<file path="config.mk">
export PLATFORM = sky130hd
export DESIGN_NAME = capture_ctrl_flat
export DESIGN_NICKNAME = d
export VERILOG_FILES = /design/src/rtl/capture_ctrl_if.sv /design/src/rtl/capture_ctrl.sv /design/src/flat_wrapper.sv
export SDC_FILE = /design/constraint.sdc
export NUM_CORES = 1
export LEC_CHECK = 0
export CORE_ASPECT_RATIO = 0.7
export CORE_MARGIN = 2
export CORE_UTILIZATION = 45
export CTS_CLUSTER_DIAMETER = 80
export CTS_CLUSTER_SIZE = 25
export DETAILED_ROUTE_END_ITERATION = 10
export HOLD_SLACK_MARGIN = 0.08
export PLACE_DENSITY = 0.7
export SYNTH_ARGS = -nofsm -noshare
export SYNTH_HDL_FRONTEND = slang
export SYNTH_SLANG_ARGS = --single-unit
</file>
<file path="constraint.sdc">
create_clock -name clk -period 3.7 [get_ports clk]
set_input_delay 0.925 -clock clk [delete_from_list [all_inputs] [get_ports clk]]
set_output_delay 0.925 -clock clk [all_outputs]
set_load 0.005 [all_outputs]
</file>
<file path="src/rtl/capture_ctrl_if.sv">
// capture_ctrl_if: sample RAM port (enable, write enable, address) driven by capture_ctrl
interface capture_ctrl_if #(
   parameter int AW = 9
);
   logic          en;
   logic          we;
   logic [AW-1:0] addr;
   modport master (output en, we, addr);
   modport slave (input en, we, addr);
endinterface

</file>
<file path="src/rtl/capture_ctrl.sv">
// capture_ctrl: sample RAM sequencer (adc_clk, decimation, trigger edge, pre/post-trigger capture, dump reads)
// Optional AUTO_TRIG_EN: forces a trigger after AUTO_TIMEOUT writes in ARMED and flags it on auto_trigd.
module capture_ctrl #(
   parameter int DEPTH        = 512,
   parameter int AUTO_TIMEOUT = 4096
) (
   input  logic                     clk,
   input  logic                     rst_n,
   input  logic                     capture_start,
   input  logic                     trig_src,
   input  logic                     trig_edge,
   input  logic [$clog2(DEPTH)-1:0] trig_pos,
   input  logic [3:0]               decimator,
   input  logic                     trig1,
   input  logic                     trig2,
   input  logic                     dump_rd,
   input  logic [$clog2(DEPTH)-1:0] dump_offset,
   output logic                     adc_clk,
   output logic                     capture_done,
   output logic                     dump_busy,
   output logic                     auto_trigd,
   capture_ctrl_if.master           ram
);
   localparam int AW   = $clog2(DEPTH);
   localparam int CMAX = (AUTO_TIMEOUT > DEPTH) ? AUTO_TIMEOUT : DEPTH;
   localparam int CW   = $clog2(CMAX + 1);

   typedef enum logic [2:0] {IDLE, FILL, ARMED, POST, DONE} state_t;

   state_t        state_q, state_d;
   logic          adc_clk_q, adc_clk_d, sel_q, sel_d, en_q, en_d, we_q, we_d, auto_q, auto_d;
   logic [1:0]    t1_q, t1_d, t2_q, t2_d;
   logic [8:0]    dec_cnt_q, dec_cnt_d, dec_mask;
   logic [3:0]    dec_q, dec_d;
   logic [AW-1:0] tp_q, tp_d, wr_ptr_q, wr_ptr_d, start_q, start_d, addr_q, addr_d;
   logic [CW-1:0] cnt_q, cnt_d;
   logic          tick, trig_ev, timeout, wr;

`ifdef AUTO_TRIG_EN
   assign timeout = cnt_q == CW'(AUTO_TIMEOUT);
`else
   assign timeout = 1'b0;
`endif

   // adc_clk toggle, decimated sample tick and synchronized trigger edge detection
   always_comb begin
      adc_clk_d = ~adc_clk_q;
      t1_d      = {t1_q[0], trig1};
      t2_d      = {t2_q[0], trig2};
      sel_d     = trig_src ? t2_q[1] : t1_q[1];
      trig_ev   = trig_edge ? (sel_d & ~sel_q) : (~sel_d & sel_q);
      dec_mask  = 9'((10'd1 << ((dec_q > 4'd9) ? 4'd9 : dec_q)) - 10'd1);
      tick      = adc_clk_q && dec_cnt_q == 9'd0;
      dec_cnt_d = capture_start ? 9'd0 : adc_clk_q ? (dec_cnt_q + 9'd1) & dec_mask : dec_cnt_q;
   end

   // capture sequencing: a single counter tracks fill writes, armed writes and post-trigger writes
   always_comb begin
      state_d  = state_q;
      tp_d     = tp_q;
      dec_d    = dec_q;
      wr_ptr_d = wr_ptr_q;
      cnt_d    = cnt_q;
      start_d  = start_q;
      auto_d   = auto_q;
      en_d     = 1'b0;
      we_d     = 1'b0;
      addr_d   = addr_q;
      wr       = tick && (state_q == FILL || state_q == ARMED || state_q == POST);
      if (capture_start) begin
         state_d  = FILL;
         tp_d     = trig_pos;
         dec_d    = decimator;
         wr_ptr_d = '0;
         cnt_d    = '0;
         auto_d   = 1'b0;
      end else begin
         if (wr) begin
            en_d     = 1'b1;
            we_d     = 1'b1;
            addr_d   = wr_ptr_q;
            wr_ptr_d = wr_ptr_q + 1'b1;
            cnt_d    = cnt_q + 1'b1;
         end
         case (state_q)
            FILL:
               if (wr && cnt_d == CW'(DEPTH) - CW'(tp_q)) begin
                  state_d = ARMED;
                  cnt_d   = '0;
               end
            ARMED:
               if (trig_ev || timeout) begin
                  state_d = (tp_q == '0) ? DONE : POST;
                  start_d = (tp_q == '0) ? wr_ptr_d : start_q;
                  cnt_d   = '0;
                  auto_d  = ~trig_ev;
               end
            POST:
               if (wr && cnt_d == CW'(tp_q)) begin
                  state_d = DONE;
                  start_d = wr_ptr_d;
               end
            default:
               if (dump_rd) begin
                  en_d   = 1'b1;
                  addr_d = start_q + dump_offset;
               end
         endcase
      end
   end

   // state and datapath registers, cleared asynchronously
   always_ff @(posedge clk or negedge rst_n) begin
      if (!rst_n) begin
         state_q   <= IDLE;
         adc_clk_q <= 1'b0;
         t1_q      <= '0;
         t2_q      <= '0;
         sel_q     <= 1'b0;
         dec_cnt_q <= '0;
         dec_q     <= '0;
         tp_q      <= '0;
         wr_ptr_q  <= '0;
         cnt_q     <= '0;
         start_q   <= '0;
         auto_q    <= 1'b0;
         en_q      <= 1'b0;
         we_q      <= 1'b0;
         addr_q    <= '0;
      end else begin
         state_q   <= state_d;
         adc_clk_q <= adc_clk_d;
         t1_q      <= t1_d;
         t2_q      <= t2_d;
         sel_q     <= sel_d;
         dec_cnt_q <= dec_cnt_d;
         dec_q     <= dec_d;
         tp_q      <= tp_d;
         wr_ptr_q  <= wr_ptr_d;
         cnt_q     <= cnt_d;
         start_q   <= start_d;
         auto_q    <= auto_d;
         en_q      <= en_d;
         we_q      <= we_d;
         addr_q    <= addr_d;
      end
   end

   assign adc_clk      = adc_clk_q;
   assign capture_done = state_q == DONE;
   assign dump_busy    = state_q == FILL || state_q == ARMED || state_q == POST;
   assign auto_trigd   = auto_q;
   assign ram.en       = en_q;
   assign ram.we       = we_q;
   assign ram.addr     = addr_q;
endmodule

</file>
<file path="src/flat_wrapper.sv">
// flat-port wrapper written by rule: the top's interface ports become plain ports
module capture_ctrl_flat 
#(
   parameter int DEPTH        = 512,
   parameter int AUTO_TIMEOUT = 4096
)
  (clk, rst_n, capture_start, trig_src, trig_edge, trig_pos, decimator, trig1, trig2, dump_rd, dump_offset, adc_clk, capture_done, dump_busy, auto_trigd, ram_en, ram_we, ram_addr);
  capture_ctrl_if ram_i ();
  input  logic clk;
  input  logic rst_n;
  input  logic capture_start;
  input  logic trig_src;
  input  logic trig_edge;
  input  logic [$clog2(DEPTH)-1:0] trig_pos;
  input  logic [3:0] decimator;
  input  logic trig1;
  input  logic trig2;
  input  logic dump_rd;
  input  logic [$clog2(DEPTH)-1:0] dump_offset;
  output logic adc_clk;
  output logic capture_done;
  output logic dump_busy;
  output logic auto_trigd;
  output wire logic [$bits(ram_i.en)-1:0] ram_en;
  output wire logic [$bits(ram_i.we)-1:0] ram_we;
  output wire logic [$bits(ram_i.addr)-1:0] ram_addr;
  assign ram_en = ram_i.en;
  assign ram_we = ram_i.we;
  assign ram_addr = ram_i.addr;
  capture_ctrl #(.DEPTH(DEPTH), .AUTO_TIMEOUT(AUTO_TIMEOUT)) u_core (.clk(clk), .rst_n(rst_n), .capture_start(capture_start), .trig_src(trig_src), .trig_edge(trig_edge), .trig_pos(trig_pos), .decimator(decimator), .trig1(trig1), .trig2(trig2), .dump_rd(dump_rd), .dump_offset(dump_offset), .adc_clk(adc_clk), .capture_done(capture_done), .dump_busy(dump_busy), .auto_trigd(auto_trigd), .ram(ram_i));
endmodule
</file>
== Yosys cells after proc, flatten, opt, wreduce, memory -nomap -nowiden ==
Index checks and enable logic that the tools add are counted.

* Word-level logic and storage cells: 94
* Register bits after elaboration: 74
* Output and inout port bits: 15

* Add/subtract/negate cells: 6
* Mux-type cells: 34
* Eq/ne operators: 12
* Reduce and logical (&&, ||, !) cells: 17
* Shifts and indexed selects: 1
* Bitwise operators: 8
* Magnitude comparators: 1

{| class="wikitable"
|+ Operators by type and width
! operator !! count
|-
| two-way mux 9 bit || 10
|-
| two-way mux 13 bit || 5
|-
| case mux 13 bit (2 select lines) || 1
|-
| adder 9 x 1 -> 9 bit, second input constant || 2
|-
| zero test 9 bit || 2
|-
| case mux 9 bit (2 select lines) || 1
|-
| two-way mux 3 bit || 5
|-
| adder 13 x 1 -> 13 bit, second input constant || 1
|-
| equality test 13 bit || 1
|-
| equality test 13 x 9 -> 1 bit || 1
|-
| subtractor 10 x 9 -> 11 bit, first input constant || 1
|-
| two-way mux 1 bit || 10
|-
| adder 9 bit || 1
|-
| AND 9 bit || 1
|-
| case mux 3 bit (3 select lines) || 1
|-
| << shifter 1 x 4 -> 9 bit, first input constant || 1
|-
| subtractor 9 x 1 -> 9 bit, second input constant || 1
|-
| nonzero test 2 bit || 4
|-
| equality test 3 x 2 -> 1 bit, second input constant || 2
|-
| != test 3 bit, second input constant || 2
|-
| NOT 1 bit || 5
|-
| AND reduction 5 bit || 1
|-
| > comparator 4 bit, second input constant || 1
|-
| logical AND 1 bit || 4
|-
| other kinds (12) || 15
|}

== Longest topological paths before layout ==
Gate-level depths: netlist of run 1.

* Depth after elaboration: 11
* Mapped depth: 13
* Gate-level depth less buffers: 11

== Worst setup path after synthesis of run 1 ==
Ideal clock, no wire load.

* Path type: register to register
* Start point: reg u_core.dec_cnt_q[0]
* End point: reg u_core.start_q[1]
* Cell stages (with the launch flop): 12
* Slack: 0.564 ns
* Required time: 3.621 ns
* Data arrival time: 3.057 ns
* Path through: dfrtp_1 > inv_1 > ha_1 > nor4b_4 > nand4_1 > nor4_1 > mux2i_1 > nand3_1 > or4_4 > a211oi_2 > buf_6 > mux2i_1

* Word-level cells in the longest chain between the ends: 9

{| class="wikitable"
|+ Ends and longest elaborated chain
! element !! RTL line !! text
|-
| from (decl) || capture_ctrl.sv:33 || <nowiki>logic [8:0] dec_cnt_q, dec_cnt_d, dec_mask;</nowiki>
|-
| from (signal assigned) || capture_ctrl.sv:136 || <nowiki>dec_cnt_q <= dec_cnt_d;</nowiki>
|-
| zero test 9 bit (*) || capture_ctrl.sv:53 || <nowiki>tick = adc_clk_q && dec_cnt_q == 9'd0;</nowiki>
|-
| logical AND 1 bit (*) || capture_ctrl.sv:53 ||
|-
| logical AND 1 bit (*) || capture_ctrl.sv:69 || <nowiki>wr = tick && (state_q == FILL || state_q == ARMED || state_q == POST);</nowiki>
|-
| two-way mux 13 bit || capture_ctrl.sv:78 || <nowiki>if (wr) begin</nowiki>
|-
| two-way mux 13 bit || capture_ctrl.sv:70 || <nowiki>if (capture_start) begin</nowiki>
|-
| equality test 13 x 9 -> 1 bit || capture_ctrl.sv:99 || <nowiki>if (wr && cnt_d == CW'(tp_q)) begin</nowiki>
|-
| logical AND 1 bit || capture_ctrl.sv:99 ||
|-
| != test 2 bit (no line) || - ||
|-
| AND reduction 5 bit (no line) || - ||
|-
| to (signal assigned) || capture_ctrl.sv:141 || <nowiki>start_q <= start_d;</nowiki>
|-
| to (decl) || capture_ctrl.sv:35 || <nowiki>logic [AW-1:0] tp_q, tp_d, wr_ptr_q, wr_ptr_d, start_q, start_d, addr_q, addr_d;</nowiki>
|}

Mark *: on every way between the ends. The rest lies on a longest branch, timed or not. The select of a mux whose other input is x is not followed.
A chain may end at the register's enable or synchronous reset.

== Final worst setup path of run 1 ==
* Start point: in dump_offset[0]
* End point: reg u_core.addr_q[8] (netlist: u_core.ram.addr[8])

* Word-level cells in the longest chain between the ends: 3

{| class="wikitable"
|+ Ends and longest elaborated chain
! element !! RTL line !! text
|-
| from (decl) || flat_wrapper.sv:19 || <nowiki>input logic [$clog2(DEPTH)-1:0] dump_offset;</nowiki>
|-
| adder 9 bit || capture_ctrl.sv:106 || <nowiki>addr_d = start_q + dump_offset;</nowiki>
|-
| two-way mux 9 bit || capture_ctrl.sv:104 || <nowiki>if (dump_rd) begin</nowiki>
|-
| two-way mux 9 bit || capture_ctrl.sv:85 || <nowiki>case (state_q)</nowiki>
|-
| to (signal assigned) || capture_ctrl.sv:145 || <nowiki>addr_q <= addr_d;</nowiki>
|-
| to (decl) || capture_ctrl.sv:35 ||
|}

Every way passes these cells.

==> results.txt, run 1 <==
Status -> completed
Finished Cell Area -> 0.00532 mm²
Synth top area share -> 0.416
Worst path cell trace -> clkdlybuf4s50_1, ha_1, inv_1, fa_1, nor2b_1, o21ai_0, a21boi_0, o21ai_0, a21boi_0, o21ai_0, a2111oi_0, nor3_1
Final setup skew -> 7.32 ps
Layout net count -> 550
Power Density -> 406 mW/mm²
Gr usage total -> 0.218
Vias -> 3574
Wirelength per Cell -> 16.9 µm
Largest stage delay, worst path -> 510 ps
Crit path kind -> primary input to register
Total of max-cap violations -> 0
Required @ worst endpoint -> 3910 ps
CTS tree -> done
Pins Over Slew Limit -> 0
Setup crit start kind -> primary input
Top FF cell, synth -> dfrtp_1
WL final -> 10700 µm
Core area -> 0.00965 mm²
Smallest hold slack -> 349 ps
CP Capture Type -> register
Final hold vios -> 0
Part of the power in registers -> 0.409
Synth async-reset ratio -> 1.00
Synth unique cells -> 62
GP Congestion -> 0.954
Rows -> 30
Tmin final -> 3470 ps
Post-CTS sizing -> 0
Most numerous cell in the Yosys netlist -> dfrtp_1
Routed vias/inst -> 5.61
Top cells by count, synth -> 74 x dfrtp_1, 53 x nor2_1, 27 x xnor2_1
Hold WC Path Type -> register to register
Crit share post-route -> 0.939
Setup tns final -> 0 ps
Leakage -> 2.28 nW
Hold buffer count at CTS -> 0
Cell internal pwr -> 0.00161 W
Pre-Repair DR Iteration Count -> 7
Area delta synth->final -> 19.5%
Most frequent CP cell -> o21ai_0
Clock transition at the registers of the reported paths -> 60 ps
Final setup violation count -> 0
DRC viols -> 0
# IOs -> 45
Dpl hpwl -> 7670 µm
I/O Buffers -> 44
Clock Path Buffers -> 2
Rel. slew slack -> 0.358
Congestion Overflow GR -> 0
Postcts setup bufs -> 0
Sequential share of the synthesized area -> 0.416
Achievable Freq -> 0.288 GHz
Number of global-route vias before repair -> 3424
Largest net degree at the start of global routing -> 75
Clock Latency Late Sink -> 350 ps
Die Area -> 0.0107 mm²
Cts bufs inserted -> 9
Post-synth EDFFs -> 0
First-pass GRT wire length -> 17800 µm
RSZ-0062 raised after global routing -> no
Area post-placement -> 0.00499 mm²
Syn. warnings -> 0
Residual antenna-violating net count after detailed routing -> 0
Clock power share -> 0.445
Syn_nets -> 506
Net Sw Power -> 0.000547 W
Share of layout cells above drive strength 1 -> 0.100
Initial antenna violation count -> 0
Biggest area consumer among synthesized cells -> dfrtp_1
Synth Cell Area -> 0.00445 mm²
Pwr Total -> 0.00216 W
Clk sinks -> 74
Root Buffer -> clkbuf_16
Top post-synthesis cells by area -> dfrtp_1 42%, xnor2_1 5.3%, nor2_1 4.5%, ha_1 4.2%, xor2_1 3.0%
Critical path's slowest cell -> a2111oi_0
Switching share of power -> 0.254
CTS HTree Levels -> 3
1st-iter DRT viols -> 282
Die width -> 123 µm
Maximum fanout along the worst path -> 2
Comb power frac -> 0.146
Tightest Pin Transition -> 962 ps
Initial Util -> 0.462
Antenna diodes -> 0
Chip height -> 87.2 µm
IR drop worst, VDD -> 0.000223 V
WP data arrival -> 3680 ps
Syn avg cell area -> 9.68 µm²
Synth Register Bits -> 74
Synth Instances -> 460
## critical path, delay by kind of cell
family                     cells  cell delay, ps
AOI/OAI and AO/OA              6            1420
adders and majority gates      2             580
buffers and inverters          2             530
and+or+nand+nor                2             250
## kinds of logic (layout without fill, tap and decap cells)
kind of cell,after synthesis,after routing,share of synthesized area
AOI/OAI and AO/OA,97,97,0.148
xor gates and xnor gates,45,45,0.0978
buffers and inverters,47,96,0.0520
muxes,22,22,0.0520
DFF,74,74,0.416
adders and majority gates,16,16,0.0466
and+or+nand+nor,159,159,0.188
## stage by stage
stage | worst slack [ps] | util | cells
after floorplan | 564 | - | 460
after global placement | 28.5 | 0.518 | 621
after detailed placement | -12.7 | 0.518 | 621
after CTS | 238 | 0.552 | 637
after global routing | 27.3 | 0.552 | 637
final | 226 | 0.552 | 637
## power by group through the flow
| stage | Clock, W | Combinational (W) | Sequential, W |
|---|---|---|---|
| finish | 0.000961 | 0.000316 | 0.000882 |
| global route | 0.00102 | 0.000350 | 0.000888 |
| CTS | 0.000978 | 0.000314 | 0.000882 |
| detailed placement | 0 | 0.000311 | 0.000896 |
| global placement | 0 | 0.000305 | 0.000893 |
| floorplan | 0 | 0.000190 | 0.000885 |
## final timing paths
check,start,end,slack [ps],depth (start not counted)
min in group asynchronous,rst_n,u_core.tp_q[0],740,1
worst max register to register,u_core.dec_cnt_q[0],u_core.start_q[4],310,12
worst min-delay path,u_core.t1_q[0],u_core.t1_q[1],350,0
worst max-delay path,dump_offset[0],u_core.ram.addr[8],230,12
max in group asynchronous,rst_n,u_core.dec_cnt_q[1],2350,1
worst min register to register,u_core.t1_q[0],u_core.t1_q[1],350,0
## cells in the final DEF, fill, tap and decap left out, types with 3 or more instances in the layout
master           instances
clkbuf_16                9
inv_1                   26
nor4b_1                  5
xnor2_1                 27
clkdlybuf4s50_1         42
and2_1                   4
ha_1                    15
o2111ai_1                4
a211oi_1                 4
nand3b_1                 4
nand3_1                 17
nor2_1                  53
and3_2                   3
nor4_1                   3
o21ai_0                 25
xnor3_1                  3
nand2_1                 25
o211ai_1                 3
xor2_1                  15
mux2_2                   9
nor3_1                   8
mux2i_1                 13
buf_4                    8
dfrtp_1                 74
a21oi_1                 25
nand4_1                  5
or3_1                    6
and3_1                  11
o22a_1                  13
## sequential cells by signal (all words and copies together), names as in the netlist, 2 cells and up
register and cells:
u_core.cnt_q 13, u_core.dec_cnt_q 9, u_core.ram.addr 9, u_core.start_q 9, u_core.tp_q 9, u_core.wr_ptr_q 9
u_core.dec_q 4, u_core.state_q 3, u_core.t1_q 2, u_core.t2_q 2
## area by class of cell
class,instances,area [µm²]
fill,861,4330
multi-input combinational,339,2370
sequential,74,1850
timing repair buffer,52,505
clock buffer,10,239
tap,128,160
inverter,28,105
clock inverter,6,90.1
## routing by layer
| layer | up-vias | global-route usage | share of wire |
|---|---|---|---|
| met5 | - | 0 | 0 |
| met4 | 0 | 0.0658 | 0.013 |
| met3 | 17 | 0.0668 | 0.079 |
| met2 | 135 | 0.288 | 0.40 |
| met1 | 1702 | 0.337 | 0.51 |
| li1 | 1720 | - | - |
Note: power is estimated with default switching activity, not from simulation.
==> run 2: changes to the inputs <==
Settings changed: SKIP_LAST_GASP from default to 1.
==> results of run 2 <==
The final DEF is identical to that of run 1; final timing and power are the same.
